==> config.mk <==
export PLATFORM = sky130hd
export DESIGN_NAME = opll_write_queue_flat
export DESIGN_NICKNAME = d
export VERILOG_FILES = /design/src/rtl/opll_write_queue_if.sv /design/src/rtl/opll_write_queue.sv /design/src/flat_wrapper.sv
export SDC_FILE = /design/constraint.sdc
export NUM_CORES = 1
export LEC_CHECK = 0
export ABC_CLOCK_PERIOD_IN_PS = 3000
export CAP_MARGIN = 20
export CORE_AREA = 2 2 102 104
export DETAILED_ROUTE_END_ITERATION = 7
export DIE_AREA = 0 0 104 106
export PLACE_DENSITY_LB_ADDON = 0.2
export SLEW_MARGIN = 20
export SYNTH_ARGS = -nofsm -noshare
export SYNTH_HDL_FRONTEND = slang
export SYNTH_SLANG_ARGS = --single-unit
export TNS_END_PERCENT = 10
==> constraint.sdc <==
create_clock -name clk -period 3 [get_ports clk]
set_input_delay 0.45 -clock clk [delete_from_list [all_inputs] [get_ports clk]]
set_output_delay 0.45 -clock clk [all_outputs]
set_load 0.01 [all_outputs]
==> src/rtl/opll_write_queue_if.sv <==
// Single-beat CPU-style bus: request qualifiers, address, write data and a ready.
// The queue accepts one of these upstream and drives another toward the dual OPLL.
interface opll_write_queue_if;
  logic        ioreq;
  logic        memreq;
  logic        write;
  logic        valid;
  logic [15:0] address;
  logic [7:0]  wdata;
  logic        ready;

  modport master (output ioreq, memreq, write, valid, address, wdata, input ready);
  modport slave  (input ioreq, memreq, write, valid, address, wdata, output ready);
endinterface

==> src/rtl/opll_write_queue.sv <==
// Write queue for a dual OPLL: buffers register writes for either chip and drains them
// strictly in order, holding off a shared number of enable ticks after each write.
module opll_write_queue #(
  parameter int FIFO_DEPTH_LOG2 = 3,
  parameter int ADDR_WAIT       = 12,
  parameter int DATA_WAIT       = 84
) (
  input  logic                 clk,
  input  logic                 reset_n,
  input  logic                 enable,
  opll_write_queue_if.slave    bus,
  opll_write_queue_if.master   out,
  output logic                 busy
);
  localparam int DEPTH = 1 << FIFO_DEPTH_LOG2;
  localparam int WMAX  = (ADDR_WAIT > DATA_WAIT) ? ADDR_WAIT : DATA_WAIT;
  localparam int CW    = (WMAX < 1) ? 1 : $clog2(WMAX + 1);

  typedef struct packed {
    logic       chip;
    logic       a0;
    logic [7:0] data;
  } entry_t;

  typedef enum logic [1:0] {IDLE, ISSUE, WAIT} state_t;

  entry_t                     mem [DEPTH];
  entry_t                     head;
  logic [FIFO_DEPTH_LOG2-1:0] wr_ptr, rd_ptr;
  logic [FIFO_DEPTH_LOG2:0]   count;
  state_t                     state;
  logic [CW-1:0]              cnt;

  logic chip0, chip1, hit_wr, full, push, pop;

  // I/O decode looks only at the low address byte; memory decode is a full 16-bit match.
  assign chip0  = (bus.ioreq  && bus.address[7:1]  == 7'h3E) ||
                  (bus.memreq && bus.address[15:1] == 15'h3FFA);
  assign chip1  = (bus.ioreq  && bus.address[7:1]  == 7'h3D) ||
                  (bus.memreq && bus.address[15:1] == 15'h3FF9);
  assign hit_wr = bus.valid && bus.write && (chip0 || chip1);
  assign full   = (count == (FIFO_DEPTH_LOG2+1)'(DEPTH));

  // Ready comes only from the registered count, so a pop this cycle frees a slot next cycle.
  assign bus.ready = !(hit_wr && full);
  assign push      = hit_wr && !full;
  assign pop       = (state == ISSUE) && out.ready;
  assign head      = mem[rd_ptr];
  assign busy      = (count != '0) || (state != IDLE);
  assign out.memreq = 1'b0;

  always_ff @(posedge clk) begin
    if (push) mem[wr_ptr] <= '{chip: chip1, a0: bus.address[0], data: bus.wdata};
  end

  always_ff @(posedge clk or negedge reset_n) begin
    if (!reset_n) begin
      wr_ptr <= '0;
      rd_ptr <= '0;
      count  <= '0;
    end else begin
      if (push) wr_ptr <= wr_ptr + 1'b1;
      if (pop)  rd_ptr <= rd_ptr + 1'b1;
      case ({push, pop})
        2'b10:   count <= count + 1'b1;
        2'b01:   count <= count - 1'b1;
        default: ;
      endcase
    end
  end

  always_ff @(posedge clk or negedge reset_n) begin
    if (!reset_n) begin
      state       <= IDLE;
      cnt         <= '0;
      out.valid   <= 1'b0;
      out.ioreq   <= 1'b0;
      out.write   <= 1'b0;
      out.address <= '0;
      out.wdata   <= '0;
    end else begin
      case (state)
        IDLE: if (count != '0) begin
          state       <= ISSUE;
          out.valid   <= 1'b1;
          out.ioreq   <= 1'b1;
          out.write   <= 1'b1;
          out.address <= {8'h00, 5'b01111, ~head.chip, head.chip, head.a0};
          out.wdata   <= head.data;
        end
        ISSUE: if (out.ready) begin
          state       <= WAIT;
          cnt         <= head.a0 ? CW'(DATA_WAIT) : CW'(ADDR_WAIT);
          out.valid   <= 1'b0;
          out.ioreq   <= 1'b0;
          out.write   <= 1'b0;
          out.address <= '0;
          out.wdata   <= '0;
        end
        WAIT: begin
          // A zero load leaves on the first clock regardless of enable.
          if (cnt == '0) state <= IDLE;
          else if (enable) begin
            cnt <= cnt - 1'b1;
            if (cnt == CW'(1)) state <= IDLE;
          end
        end
        default: state <= IDLE;
      endcase
    end
  end
endmodule
==> src/flat_wrapper.sv <==
// flat-port wrapper written by rule: the top's interface ports become plain ports
module opll_write_queue_flat 
#(
  parameter int FIFO_DEPTH_LOG2 = 3,
  parameter int ADDR_WAIT       = 12,
  parameter int DATA_WAIT       = 84
)
  (clk, reset_n, enable, busy, bus_ioreq, bus_memreq, bus_write, bus_valid, bus_address, bus_wdata, bus_ready, out_ioreq, out_memreq, out_write, out_valid, out_address, out_wdata, out_ready);
  opll_write_queue_if bus_i ();
  opll_write_queue_if out_i ();
  input  logic clk;
  input  logic reset_n;
  input  logic enable;
  output logic busy;
  input wire logic [$bits(bus_i.ioreq)-1:0] bus_ioreq;
  input wire logic [$bits(bus_i.memreq)-1:0] bus_memreq;
  input wire logic [$bits(bus_i.write)-1:0] bus_write;
  input wire logic [$bits(bus_i.valid)-1:0] bus_valid;
  input wire logic [$bits(bus_i.address)-1:0] bus_address;
  input wire logic [$bits(bus_i.wdata)-1:0] bus_wdata;
  output wire logic [$bits(bus_i.ready)-1:0] bus_ready;
  output wire logic [$bits(out_i.ioreq)-1:0] out_ioreq;
  output wire logic [$bits(out_i.memreq)-1:0] out_memreq;
  output wire logic [$bits(out_i.write)-1:0] out_write;
  output wire logic [$bits(out_i.valid)-1:0] out_valid;
  output wire logic [$bits(out_i.address)-1:0] out_address;
  output wire logic [$bits(out_i.wdata)-1:0] out_wdata;
  input wire logic [$bits(out_i.ready)-1:0] out_ready;
  assign bus_i.ioreq = bus_ioreq;
  assign bus_i.memreq = bus_memreq;
  assign bus_i.write = bus_write;
  assign bus_i.valid = bus_valid;
  assign bus_i.address = bus_address;
  assign bus_i.wdata = bus_wdata;
  assign bus_ready = bus_i.ready;
  assign out_ioreq = out_i.ioreq;
  assign out_memreq = out_i.memreq;
  assign out_write = out_i.write;
  assign out_valid = out_i.valid;
  assign out_address = out_i.address;
  assign out_wdata = out_i.wdata;
  assign out_i.ready = out_ready;
  opll_write_queue #(.FIFO_DEPTH_LOG2(FIFO_DEPTH_LOG2), .ADDR_WAIT(ADDR_WAIT), .DATA_WAIT(DATA_WAIT)) u_core (.clk(clk), .reset_n(reset_n), .enable(enable), .bus(bus_i), .out(out_i), .busy(busy));
endmodule
==> results of run 1 <==
==> power breakdown <==
part           switching, mW  internal (mW)  total (mW)  leakage, nW
clock network          0.519          0.323       0.842       0.0917
logic                  0.667          0.753        1.42        0.816
registers              0.231           1.82        2.05         1.11
==> final timing paths <==
kind	endpoint	startpoint	cells past startpoint
min in group clk	u_core.state[0]$_DFFE_PN0P_	u_core.state[1]$_DFFE_PN0P_	1
worst max register to register	u_core.count[2]$_DFFE_PN0P_	u_core.count[1]$_DFFE_PN0P_	10
worst min register to register	u_core.state[0]$_DFFE_PN0P_	u_core.state[1]$_DFFE_PN0P_	1
max in group asynchronous	u_core.state[0]$_DFFE_PN0P_	reset_n	2
worst max-delay path	bus_ready	bus_address[4]	6
worst min-delay path	u_core.wr_ptr[2]$_DFFE_PN0P_	reset_n	2
==> metrics by stage <==
stage | utilization, % | area (um2)
2_1_floorplan | - | 4930
3_3_place_gp | 55.5 | 5550
3_5_place_dp | 55.5 | 5550
4_1_cts | 57.4 | 5740
5_1_grt | 57.4 | 5740
6_report | 57.4 | 5740
==> logic make-up (layout without fill, tap and decap cells) <==
family	after synthesis	after routing
simple gates	76	76
flops	111	111
buf+inv	35	90
xor+xnor	10	10
other cells	1	10
fa+ha+maj	8	8
mux	34	34
compound gates	32	32
==> area by class of cell <==
type	instances	area [um2]	share of cell area (%)
multi-input cells	170	1550	27.0
well taps	136	170	2.97
repair buffers	67	631	11.0
inverters	7	26.3	0.458
clock buffers	10	128	2.22
clock inverters	6	56.3	0.981
flip-flops and latches	111	3180	55.4
==> layer usage <==
| metal | GRT usage (%) | vias to the layer above |
|---|---|---|
| met3 | 4.54 | 12 |
| met4 | 5.69 | 0 |
| li1 | - | 1273 |
| met1 | 21.7 | 1316 |
| met5 | 0 | - |
| met2 | 28.3 | 50 |
==> state kept, by name, indices dropped and copies added (netlist names) <==
signal / count
u_core.state: 2
u_core.rd_ptr: 3
u_core.count: 4
u_core.wr_ptr: 3
u_core.out.address: 4
u_core.mem: 80
u_core.cnt: 7
u_core.out.wdata: 8
==> cells in the final DEF, fill, tap and decap left out, types with 6 or more instances in the layout <==
cell type        synthesis  final
clkbuf_8                 0      9
edfxtp_1                80     80
ha_1                     8      8
o21ai_0                 11     11
clkdlybuf4s50_1          0     51
conb_1                   1     10
mux4_2                  18     18
nand2_1                 14     14
inv_1                    6      6
dfrtp_1                 31     31
nor2_1                  12     12
nand3_1                 18     18
buf_4                   19     16
mux2i_1                 14     14
==> reports/summary.txt, run 1 <==
top post-synthesis cells by area -> edfxtp_1 49%, dfrtp_1 16%, mux4_2 8.3%, buf_4 2.9%, mux2i_1 2.9%
Yosys top cell by area -> edfxtp_1
crit path time final -> 2620 ps
final hold violations -> 0
die height -> 106 um
crit path DAT -> 2170 ps
DRC viols -> 0
Area growth syn-to-layout -> 17.2%
cts bufs inserted -> 9
largest family of logic cells by synthesized area -> multiplexers
routability cong. -> 0.849
vias per cell -> 5.23
top sig layer -> met4
DR vias -> 2,651
Lkg Pwr -> 2.01 nW
synthesized instance count -> 307
DPL Wire Length -> 5790 um
Post-Synth Adder-Cell Area -> 2.04%
CTS tree -> built
worst hold slack -> 459 ps
CTS H-Tree Depth -> 3
Final TNS setup -> 0 ps
Tot GR Track Use -> 16.9%
Synth top cells by count -> 80 x edfxtp_1, 31 x dfrtp_1, 19 x buf_4, 18 x mux4_2, 18 x nand3_1
share of cells above drive strength 1 -> 18.3%
First-pass DRT Iterations -> 4
skew final -> 12.0 ps
first-pass GRT wire length -> 14,000 um
Async SR Flop Fraction -> 27.9%
Worst-Skew Late Latency -> 370 ps
clock-pin slew on the worst setup and hold paths -> 100 ps
Resized Gates After CTS -> 0
Congestion Overflow GR -> 0
largest net degree at the start of global routing -> 32
Post-Synth XOR/XNOR Area -> 1.79%
Wirelength per Cell -> 17.1 um
r2r setup slk -> 820 ps
Rel. slew slack -> 30.7%
num ports -> 62
compound-gate portion of the synthesized area -> 4.83%
floorplan core area -> 0.0100 mm2
Max Slew Vio Count -> 0
Primary FF master, synth -> edfxtp_1
Routed WL -> 8680 um
Crit path top cell by count -> clkdlybuf4s50_1
top-count cell post-synth -> edfxtp_1
register bit total from synthesis -> 111
DP Cell Count -> 491
routed wl met2 -> 4300 um
met3 wire length -> 323 um
crit-path max cell delay -> 510 ps
Top delay family on crit path -> buffers and inverters
RSZ-0062 raised after global routing -> false
Die ar. -> 0.0110 mm2
kind of end point of the critical path -> primary output
critical path peak fanout -> 3
startpoint class of the critical path -> primary input
peak supply drop -> 0.404 mV
syn avg cell area -> 15.9 um2
critical path class -> primary input to primary output
Placement Setup Slack -> 89.3 ps
Design Power -> 4.31 mW
final setup margin -> 382 ps
diodes inserted -> 0
Tcrit/Tclk final -> 87.3%
setup bufs post-CTS -> 0
Netlist cell types -> 53
CP Buf/Inv Count -> 3
register area share after synthesis -> 64.9%
Initial Utilization -> 48.9%
WL met1 -> 3910 um
Layout Cells excl Fill -> 507
iteration-0 DRC count of the detailed router -> 102
Worst EP required -> 2550 ps
slew at the pin closest to its max-slew limit -> 1040 ps
post-route ant nets -> 0
Rows -> 37
Die Wd -> 104 um
crit-path cells -> clkdlybuf4s50_1, nand3_1, nor3_1, buf_4, o2111ai_1, clkdlybuf4s50_1
PwrDens -> 752 mW/mm2
worst min-delay path class -> primary input to async pin
PortBufs -> 51
number of global-route vias before repair -> 2,689
CTS Hold Bufs -> 0
buffer depth of the longest clock path -> 2
# fillers -> 816
post-synthesis mux area share -> 11.6%
Max Cap Violations -> 0
layout net count -> 406
Peak Freq -> 382 MHz
status -> finished, final reports clean
clock sink count -> 111
Post-Synth Simple-Gate Area -> 10.3%
post-synth top area share -> 49.1%
antenna violations before repair -> 0
clk root buf -> clkbuf_8
count of endpoints failing setup in the final report -> 0
Syn. warnings -> 0
Syn Std Cell Area -> 0.00489 mm2
Post-synth EDFFs -> 80
CP max stage cell -> clkdlybuf4s50_1
No activity file was read; power rests on OpenSTA's default activity.
==> run 2: changes to the inputs <==
--- a/config.mk
+++ b/config.mk
@@ -7,9 +7,9 @@
 export LEC_CHECK = 0
 export ABC_CLOCK_PERIOD_IN_PS = 3000
 export CAP_MARGIN = 20
-export CORE_AREA = 2 2 102 104
+export CORE_AREA = 2 2 73 145
 export DETAILED_ROUTE_END_ITERATION = 7
-export DIE_AREA = 0 0 104 106
+export DIE_AREA = 0 0 75 147
 export PLACE_DENSITY_LB_ADDON = 0.2
 export SLEW_MARGIN = 20
 export SYNTH_ARGS = -nofsm -noshare
==> reports/summary.txt, run 2 (synthesized netlist as in run 1, its figures left out) <==
DRC viols -> 0 (unchanged)
crit path DAT -> 2820 ps (was 2170 ps)
Tot GR Track Use -> 18.4% (was 16.9%)
RSZ-0062 raised after global routing -> false (unchanged)
top sig layer -> met4 (unchanged)
CTS H-Tree Depth -> 3 (unchanged)
DR vias -> 2,751 (was 2,651)
WL met1 -> 3600 um (was 3910 um)
diodes inserted -> 0 (unchanged)
post-route ant nets -> 0 (unchanged)
critical path class -> primary input to flop (was primary input to primary output)
Routed WL -> 9130 um (was 8680 um)
Area growth syn-to-layout -> 19.7% (was 17.2%)
Max Cap Violations -> 0 (unchanged)
Peak Freq -> 385 MHz (was 382 MHz)
Final TNS setup -> 0 ps (unchanged)
die height -> 147 um (was 106 um)
CTS Hold Bufs -> 0 (unchanged)
count of endpoints failing setup in the final report -> 0 (unchanged)
Biggest register -> u_core.mem (unchanged)
worst min-delay path class -> flop to flop (was primary input to async pin)
number of global-route vias before repair -> 2,910 (was 2,689)
DPL Wire Length -> 5990 um (was 5790 um)
commonest cells after routing, fill and taps aside -> 80 x edfxtp_1, 51 x clkdlybuf4s50_1, 31 x dfrtp_1, 18 x nand3_1, 18 x mux4_2 (unchanged)
floorplan core area -> 0.00995 mm2 (was 0.0100 mm2)
crit-path max cell delay -> 510 ps (about the same)
buffer depth of the longest clock path -> 2 (unchanged)
kind of end point of the critical path -> flop (was primary output)
skew final -> 6.15 ps (was 12.0 ps)
Initial Utilization -> 49.2% (was 48.9%)
Wirelength per Cell -> 18.1 um (was 17.1 um)
routability cong. -> 0.720 (was 0.849)
Die ar. -> 0.0110 mm2 (about the same)
clk root buf -> clkbuf_16 (was clkbuf_8)
clock-pin slew on the worst setup and hold paths -> 70 ps (was 100 ps)
Top delay family on crit path -> simple AND/OR/NAND/NOR gates (was buffers and inverters)
crit-path cells -> clkdlybuf4s50_1, nand4b_4, nor4_4, o211ai_2, ha_1, xor2_1, ha_1, a21oi_1, xor2_1, nor2_1, xor2_1 (was clkdlybuf4s50_1, nand3_1, nor3_1, buf_4, o2111ai_1, clkdlybuf4s50_1)
Rel. slew slack -> 31.1% (was 30.7%)
Crit path top cell by count -> xor2_1 (was clkdlybuf4s50_1)
CP Buf/Inv Count -> 1 (was 3)
met3 wire length -> 324 um (was 323 um)
iteration-0 DRC count of the detailed router -> 156 (was 102)
Post-DP Area -> 0.00554 mm2 (was 0.00555 mm2)
Congestion Overflow GR -> 0 (unchanged)
top flop regs -> u_core.mem (80), u_core.out.wdata (8), u_core.cnt (7) (unchanged)
cts bufs inserted -> 9 (unchanged)
Worst-Skew Late Latency -> 340 ps (was 370 ps)
crit path time final -> 2600 ps (was 2620 ps)
first-pass GRT wire length -> 14,800 um (was 14,000 um)
Lkg Pwr -> 2.07 nW (was 2.01 nW)
clock sink count -> 111 (unchanged)
Die Wd -> 75 um (was 104 um)
PwrDens -> 809 mW/mm2 (was 752 mW/mm2)
slew at the pin closest to its max-slew limit -> 1030 ps (was 1040 ps)
layout net count -> 404 (was 406)
status -> finished, final reports clean (unchanged)
Worst EP required -> 3220 ps (was 2550 ps)
Rows -> 52 (was 37)
startpoint class of the critical path -> primary input (unchanged)
fin area -> 0.00586 mm2 (was 0.00574 mm2)
CP max stage cell -> clkdlybuf4s50_1 (unchanged)
vias per cell -> 5.46 (was 5.23)
num ports -> 62 (unchanged)
critical path peak fanout -> 5 (was 3)
PortBufs -> 51 (unchanged)
final hold violations -> 0 (unchanged)
Max Slew Vio Count -> 0 (unchanged)
setup bufs post-CTS -> 0 (unchanged)
largest net degree at the start of global routing -> 32 (unchanged)
commonest non-fill, non-tap cell in the layout -> edfxtp_1 (unchanged)
CTS tree -> built (unchanged)
peak supply drop -> 0.466 mV (was 0.404 mV)
Resized Gates After CTS -> 0 (unchanged)
routed wl met2 -> 5050 um (was 4300 um)
share of cells above drive strength 1 -> 18.2% (was 18.3%)
max reg flops -> 80 (unchanged)
First-pass DRT Iterations -> 4 (unchanged)
antenna violations before repair -> 0 (unchanged)
Tcrit/Tclk final -> 86.6% (was 87.3%)
[run 2: changes by cell type in the layout (fill, tap and decap cells not counted), sizes merged]
cell    before  now
buf         16   14
bufinv       0    1
clkbuf      10    9
clkinv       1    3
inv         11    9
[run 2: cell type report]
type                    count  area [um2]
flip-flops and latches    111        3180
multi-input cells         170        1550
well taps                 135         169
inverters                   7        26.3
fillers                   774        4100
clock buffers               9         225
clock inverters             7        96.3
repair buffers             65         616
[run 2: stage by stage]
step | utilization, % | instances | setup slack [ps] | power, mW | hold WS (ps)
after floorplan | - | 316 | 311 | 3.08 | 154
after CTS | 58.8 | 504 | 400 | 4.79 | 484
final | 58.8 | 504 | 403 | 4.74 | 487
after detailed placement | 55.6 | 488 | 61.4 | 3.53 | 474
after global routing | 58.8 | 504 | 227 | 5.02 | 520
after global placement | 55.6 | 488 | 171 | 3.46 | 453
[run 2: power by group]
| part | internal, mW | switching [mW] |
|---|---|---|
| logic | 0.748 | 0.681 |
| clock network | 0.674 | 0.573 |
| registers | 1.82 | 0.247 |
[run 2: path summary, 6_finish.rpt]
kind / from / end / slack, ps / depth (start not counted)
worst max-delay path: bus_address[9] / u_core.count[2]$_DFFE_PN0P_ / 400 / 11
worst min-delay path: u_core.state[1]$_DFFE_PN0P_ / u_core.state[0]$_DFFE_PN0P_ / 490 / 1
worst max register to register: u_core.state[0]$_DFFE_PN0P_ / u_core.count[2]$_DFFE_PN0P_ / 680 / 10
worst min register to register: u_core.state[1]$_DFFE_PN0P_ / u_core.state[0]$_DFFE_PN0P_ / 490 / 1
max in group asynchronous: reset_n / u_core.rd_ptr[1]$_DFFE_PN0P_ / 2210 / 2
min in group asynchronous: reset_n / u_core.cnt[0]$_DFFE_PN0P_ / 500 / 2
[run 2: per-layer routing]
metal,global-route usage [%],vias to the layer above
li1,-,1273
met1,22.4,1397
met2,32.1,70
met3,3.36,11
met4,6.25,0
met5,0,-
==> run 3: changes to the inputs <==
--- a/config.mk
+++ b/config.mk
@@ -10,7 +10,8 @@
 export CORE_AREA = 2 2 73 145
 export DETAILED_ROUTE_END_ITERATION = 7
 export DIE_AREA = 0 0 75 147
-export PLACE_DENSITY_LB_ADDON = 0.2
+export PLACE_DENSITY = 0.72
+export REMOVE_ABC_BUFFERS = 1
 export SLEW_MARGIN = 20
 export SYNTH_ARGS = -nofsm -noshare
 export SYNTH_HDL_FRONTEND = slang
==> reports/summary.txt, run 3 (synthesized netlist as in run 1, its figures left out) <==
buffer depth of the longest clock path -> 2 (unchanged)
DR vias -> 2,762 (was 2,751)
worst min-delay path class -> flop to flop (unchanged)
CTS tree -> built (unchanged)
crit path DAT -> 2150 ps (was 2820 ps)
final hold violations -> 0 (unchanged)
diodes inserted -> 0 (unchanged)
peak supply drop -> 0.484 mV (was 0.466 mV)
CTS Hold Bufs -> 0 (unchanged)
critical path peak fanout -> 3 (was 5)
PortBufs -> 51 (unchanged)
clock sink count -> 111 (unchanged)
Lkg Pwr -> 2.10 nW (was 2.07 nW)
clk root buf -> clkbuf_16 (unchanged)
critical path class -> primary input to primary output (was primary input to flop)
count of endpoints failing setup in the final report -> 0 (unchanged)
Die ar. -> 0.0110 mm2 (unchanged)
Max Cap Violations -> 0 (unchanged)
clock-pin slew on the worst setup and hold paths -> 70 ps (about the same)
Congestion Overflow GR -> 0 (unchanged)
slew at the pin closest to its max-slew limit -> 1050 ps (was 1030 ps)
commonest non-fill, non-tap cell in the layout -> edfxtp_1 (unchanged)
startpoint class of the critical path -> primary input (unchanged)
number of global-route vias before repair -> 2,810 (was 2,910)
largest net degree at the start of global routing -> 32 (unchanged)
Peak Freq -> 385 MHz (about the same)
cts bufs inserted -> 9 (unchanged)
PwrDens -> 814 mW/mm2 (was 809 mW/mm2)
commonest cells after routing, fill and taps aside -> 80 x edfxtp_1, 51 x clkdlybuf4s50_1, 31 x dfrtp_1, 18 x nand3_1, 18 x mux4_2 (unchanged)
num ports -> 62 (unchanged)
die height -> 147 um (unchanged)
Core Util, Final -> 59.3% (was 58.8%)
Tot GR Track Use -> 18.2% (was 18.4%)
antenna violations before repair -> 0 (unchanged)
kind of end point of the critical path -> primary output (was flop)
post-route ant nets -> 0 (unchanged)
crit path time final -> 2600 ps (about the same)
DRC viols -> 0 (unchanged)
skew final -> 6.56 ps (was 6.15 ps)
Worst EP required -> 2550 ps (was 3220 ps)
Worst-Skew Late Latency -> 340 ps (about the same)
share of cells above drive strength 1 -> 18.8% (was 18.2%)
Max Slew Vio Count -> 0 (unchanged)
Resized Gates After CTS -> 0 (unchanged)
layout net count -> 408 (was 404)
Rows -> 52 (unchanged)
status -> finished, final reports clean (unchanged)
Routed WL -> 9300 um (was 9130 um)
Rel. slew slack -> 29.8% (was 31.1%)
Wirelength per Cell -> 18.3 um (was 18.1 um)
DPL Wire Length -> 6070 um (was 5990 um)
Area growth syn-to-layout -> 20.7% (was 19.7%)
first-pass GRT wire length -> 14,500 um (was 14,800 um)
RSZ-0062 raised after global routing -> false (unchanged)
Biggest register -> u_core.mem (unchanged)
Tcrit/Tclk final -> 86.6% (about the same)
Die Wd -> 75 um (unchanged)
First-pass DRT Iterations -> 4 (unchanged)
iteration-0 DRC count of the detailed router -> 159 (was 156)
Final TNS setup -> 0 ps (unchanged)
Initial Utilization -> 49.2% (unchanged)
setup bufs post-CTS -> 0 (unchanged)
floorplan core area -> 0.00995 mm2 (unchanged)
routability cong. -> 0.756 (was 0.720)
vias per cell -> 5.44 (was 5.46)
CTS H-Tree Depth -> 3 (unchanged)
top flop regs -> u_core.mem (80), u_core.out.wdata (8), u_core.cnt (7) (unchanged)
max reg flops -> 80 (unchanged)
[run 3: changes by cell type in the layout (fill, tap and decap cells not counted), sizes merged]
cell / delta
bufinv: +1
clkinvlp: -1
buf: +4
[run 3: layout make-up]
| cell class | count | area (um2) |
|---|---|---|
| timing repair buffer | 69 | 658 |
| tap | 135 | 169 |
| clock buffer | 9 | 225 |
| inverter | 7 | 26.3 |
| clock inverter | 7 | 101 |
| multi-input combinational | 170 | 1550 |
| sequential | 111 | 3180 |
| fill | 774 | 4050 |
[run 3: metrics by stage]
step / power [mW] / hold slack (ps) / cell area [um2] / setup slack (ps) / std cells
2_1_floorplan: 2.97 / 154 / 4740 / 211 / 288
3_3_place_gp: 3.49 / 453 / 5580 / 188 / 492
3_5_place_dp: 3.57 / 467 / 5580 / 90.6 / 492
4_1_cts: 4.86 / 484 / 5910 / 395 / 508
5_1_grt: 5.07 / 509 / 5910 / 310 / 508
6_report: 4.81 / 490 / 5910 / 401 / 508
[run 3: worst max-delay path: stages]
cell and delay, ps:
clkdlybuf4s50_1 460, nand3_1 130, nor3_1 320, buf_4 180, o2111ai_1 100, clkdlybuf4s50_1 500
[run 3: per-layer routing]
layer	GRT usage, %	vias to the layer above	share of wire (%)
met5	0	-	0
met4	7.59	0	1.8
met3	3.57	12	5.1
met2	30.1	93	54
met1	23.0	1376	39
li1	-	1281	-
[run 3: final timing paths]
check                                       startpoint                           end  slack, ps  depth (start not counted)
max                                     bus_address[6]                     bus_ready        400                          6
min                        u_core.state[1]$_DFFE_PN0P_   u_core.state[0]$_DFFE_PN0P_        490                          1
max reg2reg                u_core.count[1]$_DFFE_PN0P_   u_core.count[2]$_DFFE_PN0P_        680                         10
min reg2reg                u_core.state[1]$_DFFE_PN0P_   u_core.state[0]$_DFFE_PN0P_        490                          1
max in group asynchronous                      reset_n  u_core.rd_ptr[2]$_DFFE_PN0P_       2180                          2
min in group asynchronous                      reset_n     u_core.cnt[3]$_DFFE_PN0P_        510                          2
[run 3: where the power goes]
group | internal [mW] | switching (mW) | leakage [nW]
sequential | 1.82 | 0.269 | 1.11
combinational | 0.773 | 0.666 | 0.831
clock | 0.742 | 0.537 | 0.160
